[src/rtl/rot_frame_sched_pkg.sv]
// Shared types and constants for the rotary telemetry frame scheduler.
// Optional sequence byte is enabled by defining ROT_FRAME_SEQ_EN.
package rot_frame_pkg;

    typedef enum logic [2:0] {IDLE, SNAP, REQ, ACKD, NEXT} state_t;

    localparam logic [7:0] DEF_HEADER = 8'h5A;

    // Total bytes per frame: header, optional sequence byte, counter bytes, checksum.
    function automatic int unsigned frame_len(input int unsigned num_ch,
                                              input int unsigned cnt_bits,
                                              input bit          seq_en);
        return (seq_en ? 32'd3 : 32'd2) + (num_ch * cnt_bits) / 8;
    endfunction

endpackage

[src/rtl/rot_frame_sched_tx_byte_hs.sv]
// Single-byte start/busy handshake towards uart_tx.
// The byte is latched on i_go and held until the transfer completes;
// tx_start is withheld while uart_tx is still busy from a previous byte.
module tx_byte_hs
    import rot_frame_pkg::*;
(
    input  logic       clk,
    input  logic       rst_n,
    input  logic       i_go,
    input  logic [7:0] i_byte,
    input  logic       i_tx_busy,
    output logic       o_tx_start,
    output logic [7:0] o_tx_data,
    output logic       o_done
);

    state_t     r_state;
    logic       r_start;
    logic [7:0] r_data;
    logic       r_done;

    // Handshake sequencer: REQ holds start until busy is seen, ACKD waits for busy to fall.
    always_ff @(posedge clk or negedge rst_n) begin
        if (!rst_n) begin
            r_state <= IDLE;
            r_start <= 1'b0;
            r_data  <= '0;
            r_done  <= 1'b0;
        end else begin
            r_done <= 1'b0;
            case (r_state)
                IDLE: begin
                    if (i_go) begin
                        r_data  <= i_byte;
                        r_start <= ~i_tx_busy;
                        r_state <= REQ;
                    end
                end
                REQ: begin
                    if (!r_start) begin
                        if (!i_tx_busy) r_start <= 1'b1;
                    end else if (i_tx_busy) begin
                        r_start <= 1'b0;
                        r_state <= ACKD;
                    end
                end
                ACKD: begin
                    if (!i_tx_busy) begin
                        r_done  <= 1'b1;
                        r_state <= IDLE;
                    end
                end
                default: r_state <= IDLE;
            endcase
        end
    end

    assign o_tx_start = r_start;
    assign o_tx_data  = r_data;
    assign o_done     = r_done;

endmodule

[src/rtl/rot_frame_sched.sv]
// Frame scheduler: snapshots channel counters once per slot and serialises
// header, counter bytes (channel 0 first, LSB first) and an 8-bit checksum.
// Define ROT_FRAME_SEQ_EN to insert a rolling sequence byte after the header.
module rot_frame_sched
    import rot_frame_pkg::*;
#(
    parameter int unsigned NUM_CH   = 3,
    parameter int unsigned CNT_BITS = 24,
    parameter int unsigned PERIOD   = 256,
    parameter logic [7:0]  HEADER   = DEF_HEADER
) (
    input  logic                       clk,
    input  logic                       rst_n,
    input  logic                       enable,
    input  logic                       frame_tick,
    input  logic [NUM_CH*CNT_BITS-1:0] cnt_bus,
    input  logic                       tx_busy,
    output logic                       tx_start,
    output logic [7:0]                 tx_data,
    output logic                       frame_done,
    output logic                       overrun,
    input  logic                       overrun_clr
);

`ifdef ROT_FRAME_SEQ_EN
    localparam bit SEQ_EN = 1'b1;
`else
    localparam bit SEQ_EN = 1'b0;
`endif
    localparam int unsigned FLEN   = frame_len(NUM_CH, CNT_BITS, SEQ_EN);
    localparam int unsigned NBYTES = (NUM_CH * CNT_BITS) / 8;
    localparam int unsigned DBASE  = SEQ_EN ? 2 : 1;

    state_t                      r_state;
    logic [15:0]                 r_slot;
    logic [NUM_CH*CNT_BITS-1:0]  r_snap;
    logic [7:0]                  r_cs;
    logic [5:0]                  r_idx;
    logic                        r_go;
    logic                        r_frame_done;
    logic                        r_overrun;
`ifdef ROT_FRAME_SEQ_EN
    logic [7:0]                  r_seq;
`endif

    logic       w_slot;
    logic       w_last;
    logic       w_is_data;
    logic [7:0] w_byte;
    logic       w_hs_done;

    assign w_slot    = enable & frame_tick & (r_slot == 16'(PERIOD - 1));
    assign w_last    = (r_idx == 6'(FLEN - 1));
    assign w_is_data = (r_idx != '0) && !w_last;

    // Byte for the current index; the checksum slot falls through to r_cs.
    always_comb begin
        w_byte = r_cs;
        if (r_idx == '0) w_byte = HEADER;
`ifdef ROT_FRAME_SEQ_EN
        if (r_idx == 6'd1) w_byte = r_seq;
`endif
        for (int unsigned k = 0; k < NBYTES; k++) begin
            if (r_idx == 6'(k + DBASE)) w_byte = r_snap[k*8 +: 8];
        end
    end

    // Slot counter paced by frame_tick; held at zero while disabled.
    always_ff @(posedge clk or negedge rst_n) begin
        if (!rst_n) begin
            r_slot <= '0;
        end else if (!enable) begin
            r_slot <= '0;
        end else if (frame_tick) begin
            r_slot <= w_slot ? '0 : r_slot + 16'd1;
        end
    end

    // Frame sequencer; the byte handshake itself lives in tx_byte_hs (covers REQ/ACKD).
    always_ff @(posedge clk or negedge rst_n) begin
        if (!rst_n) begin
            r_state      <= IDLE;
            r_snap       <= '0;
            r_cs         <= '0;
            r_idx        <= '0;
            r_go         <= 1'b0;
            r_frame_done <= 1'b0;
            r_overrun    <= 1'b0;
`ifdef ROT_FRAME_SEQ_EN
            r_seq        <= '0;
`endif
        end else begin
            r_go         <= 1'b0;
            r_frame_done <= 1'b0;
            // A slot landing on the final NEXT cycle is dropped silently, not flagged.
            if (w_slot && (r_state != IDLE) && !((r_state == NEXT) && w_last))
                r_overrun <= 1'b1;
            else if (overrun_clr)
                r_overrun <= 1'b0;
            case (r_state)
                IDLE: begin
                    if (w_slot) r_state <= SNAP;
                end
                SNAP: begin
                    r_snap  <= cnt_bus;
                    r_cs    <= '0;
                    r_idx   <= '0;
                    r_go    <= 1'b1;
                    r_state <= REQ;
                end
                REQ: begin
                    if (w_hs_done) r_state <= NEXT;
                end
                NEXT: begin
                    if (w_is_data) r_cs <= r_cs + w_byte;
                    if (w_last) begin
                        r_frame_done <= 1'b1;
                        r_idx        <= '0;
`ifdef ROT_FRAME_SEQ_EN
                        r_seq        <= r_seq + 8'd1;
`endif
                        r_state      <= IDLE;
                    end else begin
                        r_idx   <= r_idx + 6'd1;
                        r_go    <= 1'b1;
                        r_state <= REQ;
                    end
                end
                default: r_state <= IDLE;
            endcase
        end
    end

    tx_byte_hs u_hs (
        .clk        (clk),
        .rst_n      (rst_n),
        .i_go       (r_go),
        .i_byte     (w_byte),
        .i_tx_busy  (tx_busy),
        .o_tx_start (tx_start),
        .o_tx_data  (tx_data),
        .o_done     (w_hs_done)
    );

    assign frame_done = r_frame_done;
    assign overrun    = r_overrun;

endmodule

[config.mk]
export PLATFORM = sky130hd
export DESIGN_NAME = rot_frame_sched
export DESIGN_NICKNAME = d
export VERILOG_FILES = /design/src/rtl/rot_frame_sched_pkg.sv /design/src/rtl/rot_frame_sched_tx_byte_hs.sv /design/src/rtl/rot_frame_sched.sv
export SDC_FILE = /design/constraint.sdc
export NUM_CORES = 1
export LEC_CHECK = 0
export ABC_CLOCK_PERIOD_IN_PS = 10600
export BUFFER_PORTS_ARGS = -buffer_cell sky130_fd_sc_hd__buf_2
export CAP_MARGIN = 5
export CORE_MARGIN = 2
export CORE_UTILIZATION = 30
export DETAILED_ROUTE_END_ITERATION = 12
export HOLD_SLACK_MARGIN = 0.05
export PLACE_DENSITY = 0.44
export SYNTH_ARGS = -nofsm -noshare
export SYNTH_HDL_FRONTEND = slang
export SYNTH_SLANG_ARGS = --single-unit
[constraint.sdc]
create_clock -name clk -period 10.6 [get_ports clk]
set_input_delay 2.12 -clock clk [delete_from_list [all_inputs] [get_ports clk]]
set_output_delay 2.12 -clock clk [all_outputs]
set_load 0.02 [all_outputs]
==> results of run 1 <==
[worst paths after layout]
kind | end | slack (ns) | cells past startpoint
max | r_cs[7]$_DFFE_PN0P_ | 5.98 | 15
min | r_snap[64]$_DFFE_PN0P_ | 0.48 | 2
max reg2reg | r_cs[7]$_DFFE_PN0P_ | 5.98 | 15
min reg2reg | r_snap[64]$_DFFE_PN0P_ | 0.48 | 2
max in group asynchronous | r_snap[35]$_DFFE_PN0P_ | 7.54 | 2
min in group asynchronous | r_snap[6]$_DFFE_PN0P_ | 1.75 | 1
[per-stage QoR]
stage                     area [sq um]  power, W  cells  hold WS (ns)
final                             7540   0.00109   1103         0.477
after floorplan                   6300  0.000487    744         0.437
after global placement            6960  0.000515   1073         0.468
after detailed placement          6960  0.000516   1073         0.467
after global routing              7540   0.00113   1103         0.505
after CTS                         7540   0.00110   1103         0.482
[per-layer routing]
layer	track usage (%)	wire (um)
met5	0	0
met4	5.24	276
met3	3.91	654
met2	26.2	8170
met1	25.3	9300
[worst reg2reg max path, cell delays in order, from the launching register on]
cell,delay [ns]
dfrtp_1,0.42
inv_1,0.09
ha_1,0.57
or3b_4,0.48
or3b_4,0.41
o221a_2,0.13
a221oi_1,0.37
o21a_1,0.19
nor2_1,0.05
ha_1,0.35
nand3_1,0.12
o2111a_1,0.26
or3_1,0.46
mux2i_1,0.16
a2111oi_1,0.34
nand2_1,0.09
[cell families after synthesis]
group,count (synthesis),share of synthesized area (%)
xor gates and xnor gates,7,0.972
and+or+nand+nor,402,28.9
muxes,6,1.01
AOI/OAI and AO/OA,139,14.9
DFF,120,47.6
buffers and inverters,57,3.83
adders and majority gates,13,2.70
[state kept, by name, summed over array words and instances (netlist names)]
name / flops
r_snap: 72
r_slot: 16
r_cs: 8
u_hs.o_tx_data: 8
r_idx: 6
r_state: 3
u_hs.r_state: 2
frame_done: 1
overrun: 1
r_go: 1
u_hs.o_done: 1
u_hs.o_tx_start: 1
[area by class of cell]
class / count / area [sq um]
Clock buffer: 21 / 460
Sequential cell: 120 / 3000
Clock inverter: 9 / 125
Tap cell: 275 / 344
Inverter: 19 / 71.3
Fill cell: 2216 / 13300
Multi-Input combinational cell: 567 / 3070
Timing Repair Buffer: 92 / 473
[power breakdown]
group	internal (W)	leakage (nW)	total (W)	switching [W]
Combinational	0.0000167	1.78	0.0000393	0.0000227
Clock	0.000377	0.285	0.000579	0.000202
Sequential	0.000463	1.30	0.000468	0.00000460
Total	0.000857	3.36	0.00109	0.000229
[cells in the final DEF, fill, tap and decap left out, types with 12 or more instances in the layout]
cell       instances
nand2_1          261
dfrtp_1          120
buf_2             87
o21ai_0           41
nor2_1            37
inv_1             19
nand3_1           18
a21oi_1           18
nor3_1            17
clkbuf_16         17
o31ai_1           12
ha_1              12
==> impl_metrics.toml, run 1 <==
[run_status]
status = "finished clean"

[timing]
period_share_pct = 43.5
worst_slew_pin_slew_ns = 0.948
max_freq_ghz = 0.217
setup_slack_ns = 5.98
drv_slew = 0
finalCriticalPeriod_ns = 4.62
skew_ns = 0.0164
relSlewSlack_pct = 36.7
setup_viol = 0
finalHoldViolations = 0
tns_ns = 0
rsz0062_at_grt = "no"

[pwr]
power_density_mw_per_mm2 = 144
power.leakage_nw = 3.36
ir_worst_vdd_v = 0.0000941

[placed_design]
gp_congestion = 0.856
hpwl_um = 13600
place_ws_ns = 5.98
port_buffers = 88

[logic_synthesis]
synth_edf_count = 0
ys.flop_type = "dfrtp_1"
yosys_register_bits = 120
synth_top_area_share_pct = 47.6
synthMostInstantiatedCell = "nand2_1"
ys_seq_area_share_pct = 47.6
async_flop_share_pct = 100
syn_inst = 744
synthDistinctLibCells = 73
synth_top_cell_by_area = "dfrtp_1"
yosysWarningCount = 0
syn_area_sq_mm = 0.00630
synth_common_cells = "nand2_1 (261), dfrtp_1 (120), o21ai_0 (41), nor2_1 (37), clkbuf_1 (27)"
synth.avg_cell_area_sq_um = 8.47
syn_nets = 835
synth_area_leaders = "dfrtp_1 (48%), nand2_1 (16%), o21ai_0 (3.3%)"

[clock_network]
clock-sinks = 120
path_clk_slew_ns = 0.05
cts-buffers-inserted = 17
post-cts-setup-buffers = 0
cts_max_path_buffers = 2
htreeDepth = 4
clkLatencyLatePin_ns = 0.42
root_buffer = "clkbuf_16"
cts_tree = "done"
cts_resized = 0
postCtsHoldBufs = 0

[finish]
postLayoutCoreUtil_pct = 36.2
syn2layout_area_growth_pct = 19.6
fin_nets = 908
drive_above_1_share_pct = 17.6
diodes = 0

[grt]
grt_pass1_wl_um = 29800
grt-ovfl-total = 0
antenna_found_initial = 0
grt_usage_pct = 17.5
grt_max_degree = 74
first_global_vias = 5528

[critical_path]
crit_family = "simple AND/OR/NAND/NOR gates"
crit_buf_inv = 1
worstPathRequired_ns = 10.89
start_kind = "flip-flop"
critical-path-max-stage-delay_ns = 0.57
worstPathMaxFanout = 17
crit_chain = "inv_1 -> ha_1 -> or3b_4 -> or3b_4 -> o221a_2 -> a221oi_1 -> o21a_1 -> nor2_1 -> ha_1 -> nand3_1 -> o2111a_1 -> or3_1 -> mux2i_1 -> a2111oi_1 -> nand2_1"
worstPathArrival_ns = 4.91
crit_slowest_cell = "ha_1"
critPathKind = "flip-flop to flip-flop"
startpoint = "r_idx[1]$_DFFE_PN0P_"
r2r-start = "r_idx[1]$_DFFE_PN0P_"
cp-end-kind = "flip-flop"

[flow_run]
max-cap-violations = 0

[route]
first_pass_iters = 4
vias = 5449
viasPerCell = 4.94
drc_errors = 0
wl_per_cell_um = 16.7
drt_iter0_markers = 269
ant_nets = 0
routed_wl_um = 18400

[floorplan]
die-area_sq_mm = 0.0222
die_h_um = 149
die_w_um = 149
rows = 53
ios = 89
start_util_pct = 30.3
core_sq_mm = 0.0208

[min_path]
min-delay-path-class = "flip-flop to flip-flop"
hold_start = "r_snap[64]$_DFFE_PN0P_"
No activity file was read; power rests on OpenSTA's default activity.
==> run 2: changes to the inputs <==
ABC_CLOCK_PERIOD_IN_PS = 3700   (was 10600)
PLACE_DENSITY = 0.46   (was 0.44)
clock period = 3.7 ns   (was 10.6 ns; I/O delays follow)
==> impl_metrics.toml, run 2 (synthesis gave the netlist of run 1 again) <==
[finish]
largest-register = "r_snap"
largest_registers = "r_snap x72, r_slot x16"
drive_above_1_share_pct = 27.1
diodes = 0
final_common_cell = "nand2_1"
stdcell_count = 1167
design_area_sq_mm = 0.00824
postLayoutCoreUtil_pct = 39.6
largest_reg_flops = 72
syn2layout_area_growth_pct = 30.6
fin_nets = 972
final_cell_mix = "nand2_1 (260), dfrtp_1 (120), buf_2 (87)"

[pwr]
seq_power_share_pct = 41.9
power_frac_clock_pct = 54.5
share_comb_of_total_power_pct = 3.6
p_int_w = 0.00253
ir_worst_vdd_v = 0.000248
power.leakage_nw = 3.72
power_switching_w = 0.000676
power_density_mw_per_mm2 = 389
swShare_pct = 21.1

[grt]
grt_pass1_wl_um = 30500
first_global_vias = 5534
antenna_found_initial = 0
grt-ovfl-total = 0
grt_max_degree = 80
grt_usage_pct = 18.0

[clock_network]
clock-sinks = 120
postCtsHoldBufs = 0
cts-buffers-inserted = 17
root_buffer = "clkbuf_16"
htreeDepth = 4
cts_max_path_buffers = 2
cts_tree = "done"
clkLatencyLatePin_ns = 0.42
path_clk_slew_ns = 0.05

[floorplan]
die-area_sq_mm = 0.0222
die_h_um = 149
die_w_um = 149
start_util_pct = 30.3
core_sq_mm = 0.0208
rows = 53
ios = 89

[critical_path]
r2r-start = "r_idx[1]$_DFFE_PN0P_"
crit_chain = "inv_2 -> ha_2 -> or3b_4 -> or3b_4 -> buf_4 -> o221a_2 -> a221oi_2 -> o21a_1 -> nor2_1 -> ha_1 -> nor3_2 -> o2111a_1 -> nor3_1 -> a2111oi_1 -> a2111oi_2 -> nand2_1"
critPathKind = "flip-flop to flip-flop"
r2r-end = "r_cs[7]$_DFFE_PN0P_"
reg2regPathDepth = 16
cp-end-kind = "flip-flop"
start_kind = "flip-flop"
worstPathRequired_ns = 4.05
worstPathMaxFanout = 3
crit_slowest_cell = "a2111oi_1"
crit_top_cell = "or3b_4"
reg2reg_slack_ns = 0.002
critical-path-max-stage-delay_ns = 0.50
worstPathArrival_ns = 4.05

[timing]
period_share_pct = 99.9
max_freq_ghz = 0.270
relSlewSlack_pct = 38.4
worst_slew_pin_slew_ns = 0.922
finalCriticalPeriod_ns = 3.70
fin_hold_ws_ns = 0.345
finalHoldViolations = 0
drv_slew = 0
tns_ns = 0
setup_viol = 0
skew_ns = 0.00710
rsz0062_at_grt = "yes"

[placed_design]
hpwl_um = 14100
port_buffers = 88
dpl.cell_count = 1132
placed_area_sq_mm = 0.00744
gp_congestion = 0.886

[route]
ant_nets = 0
vias = 5641
drc_errors = 0
viasPerCell = 4.83
first_pass_iters = 4
drt_iter0_markers = 332
wl_per_cell_um = 16.4
routed_wl_um = 19100

[flow_run]
max-cap-violations = 0

[min_path]
min-delay-path-class = "primary input to asynchronous set/reset pin"

[run_status]
status = "finished clean"
## run 2: how the worst max path moves through the flow
stage	start	endpoint	slack, ns	depth (start not counted)
after floorplan	r_idx[1]$_DFFE_PN0P_	r_cs[7]$_DFFE_PN0P_	-0.05	16
after global placement	r_idx[0]$_DFFE_PN0P_	r_cs[7]$_DFFE_PN0P_	-0.14	17
after detailed placement	r_idx[0]$_DFFE_PN0P_	r_cs[7]$_DFFE_PN0P_	-0.13	16
after CTS	r_idx[1]$_DFFE_PN0P_	r_cs[7]$_DFFE_PN0P_	-0.01	15
after global routing	r_idx[1]$_DFFE_PN0P_	r_cs[7]$_DFFE_PN0P_	-0.18	16
final	r_idx[1]$_DFFE_PN0P_	r_cs[7]$_DFFE_PN0P_	0.002	16
## run 2: area by class of cell
class | instances | area (sq um)
flip-flops and latches | 120 | 3000
repair buffers | 156 | 995
well taps | 275 | 344
clock inverters | 8 | 146
fillers | 2163 | 12600
inverters | 19 | 71.3
multi-input cells | 567 | 3210
clock buffers | 22 | 464
## run 2: critical path: cells and delay by family, from the launching register on
| family | cells | cell delay (ns) |
|---|---|---|
| adders and majority gates | 2 | 0.38 |
| buffers and inverters | 2 | 0.21 |
| DFF | 1 | 0.38 |
| AOI/OAI and AO/OA | 6 | 1.47 |
| and+or+nand+nor | 6 | 1.18 |
## run 2: power groups by stage
stage	logic, W	registers (W)	clock network, W
floorplan	0.0000280	0.00137	0
global placement	0.000120	0.00136	0
detailed placement	0.000120	0.00136	0
CTS	0.000121	0.00134	0.00179
global route	0.000133	0.00134	0.00184
finish	0.000116	0.00134	0.00175
## run 2: routing by layer
metal	global-route usage (%)	part of all wire [%]
met4	5.95	2.0
met3	4.40	4.5
met5	0	0
met2	27.1	45
met1	25.4	49
## run 2: stage by stage
step	worst slack, ns	power (W)
final	0.00229	0.00321
after floorplan	-0.0485	0.00140
after detailed placement	-0.134	0.00149
after global placement	-0.142	0.00148
after global routing	-0.177	0.00332
after CTS	-0.0130	0.00325
## run 2: what timing repair did
action                                  CTS  global route
pin swaps                                10             8
resized for setup                        13            31
buffers inserted                          3             3
endpoints found under the setup margin    2             3
gates cloned                              0             0
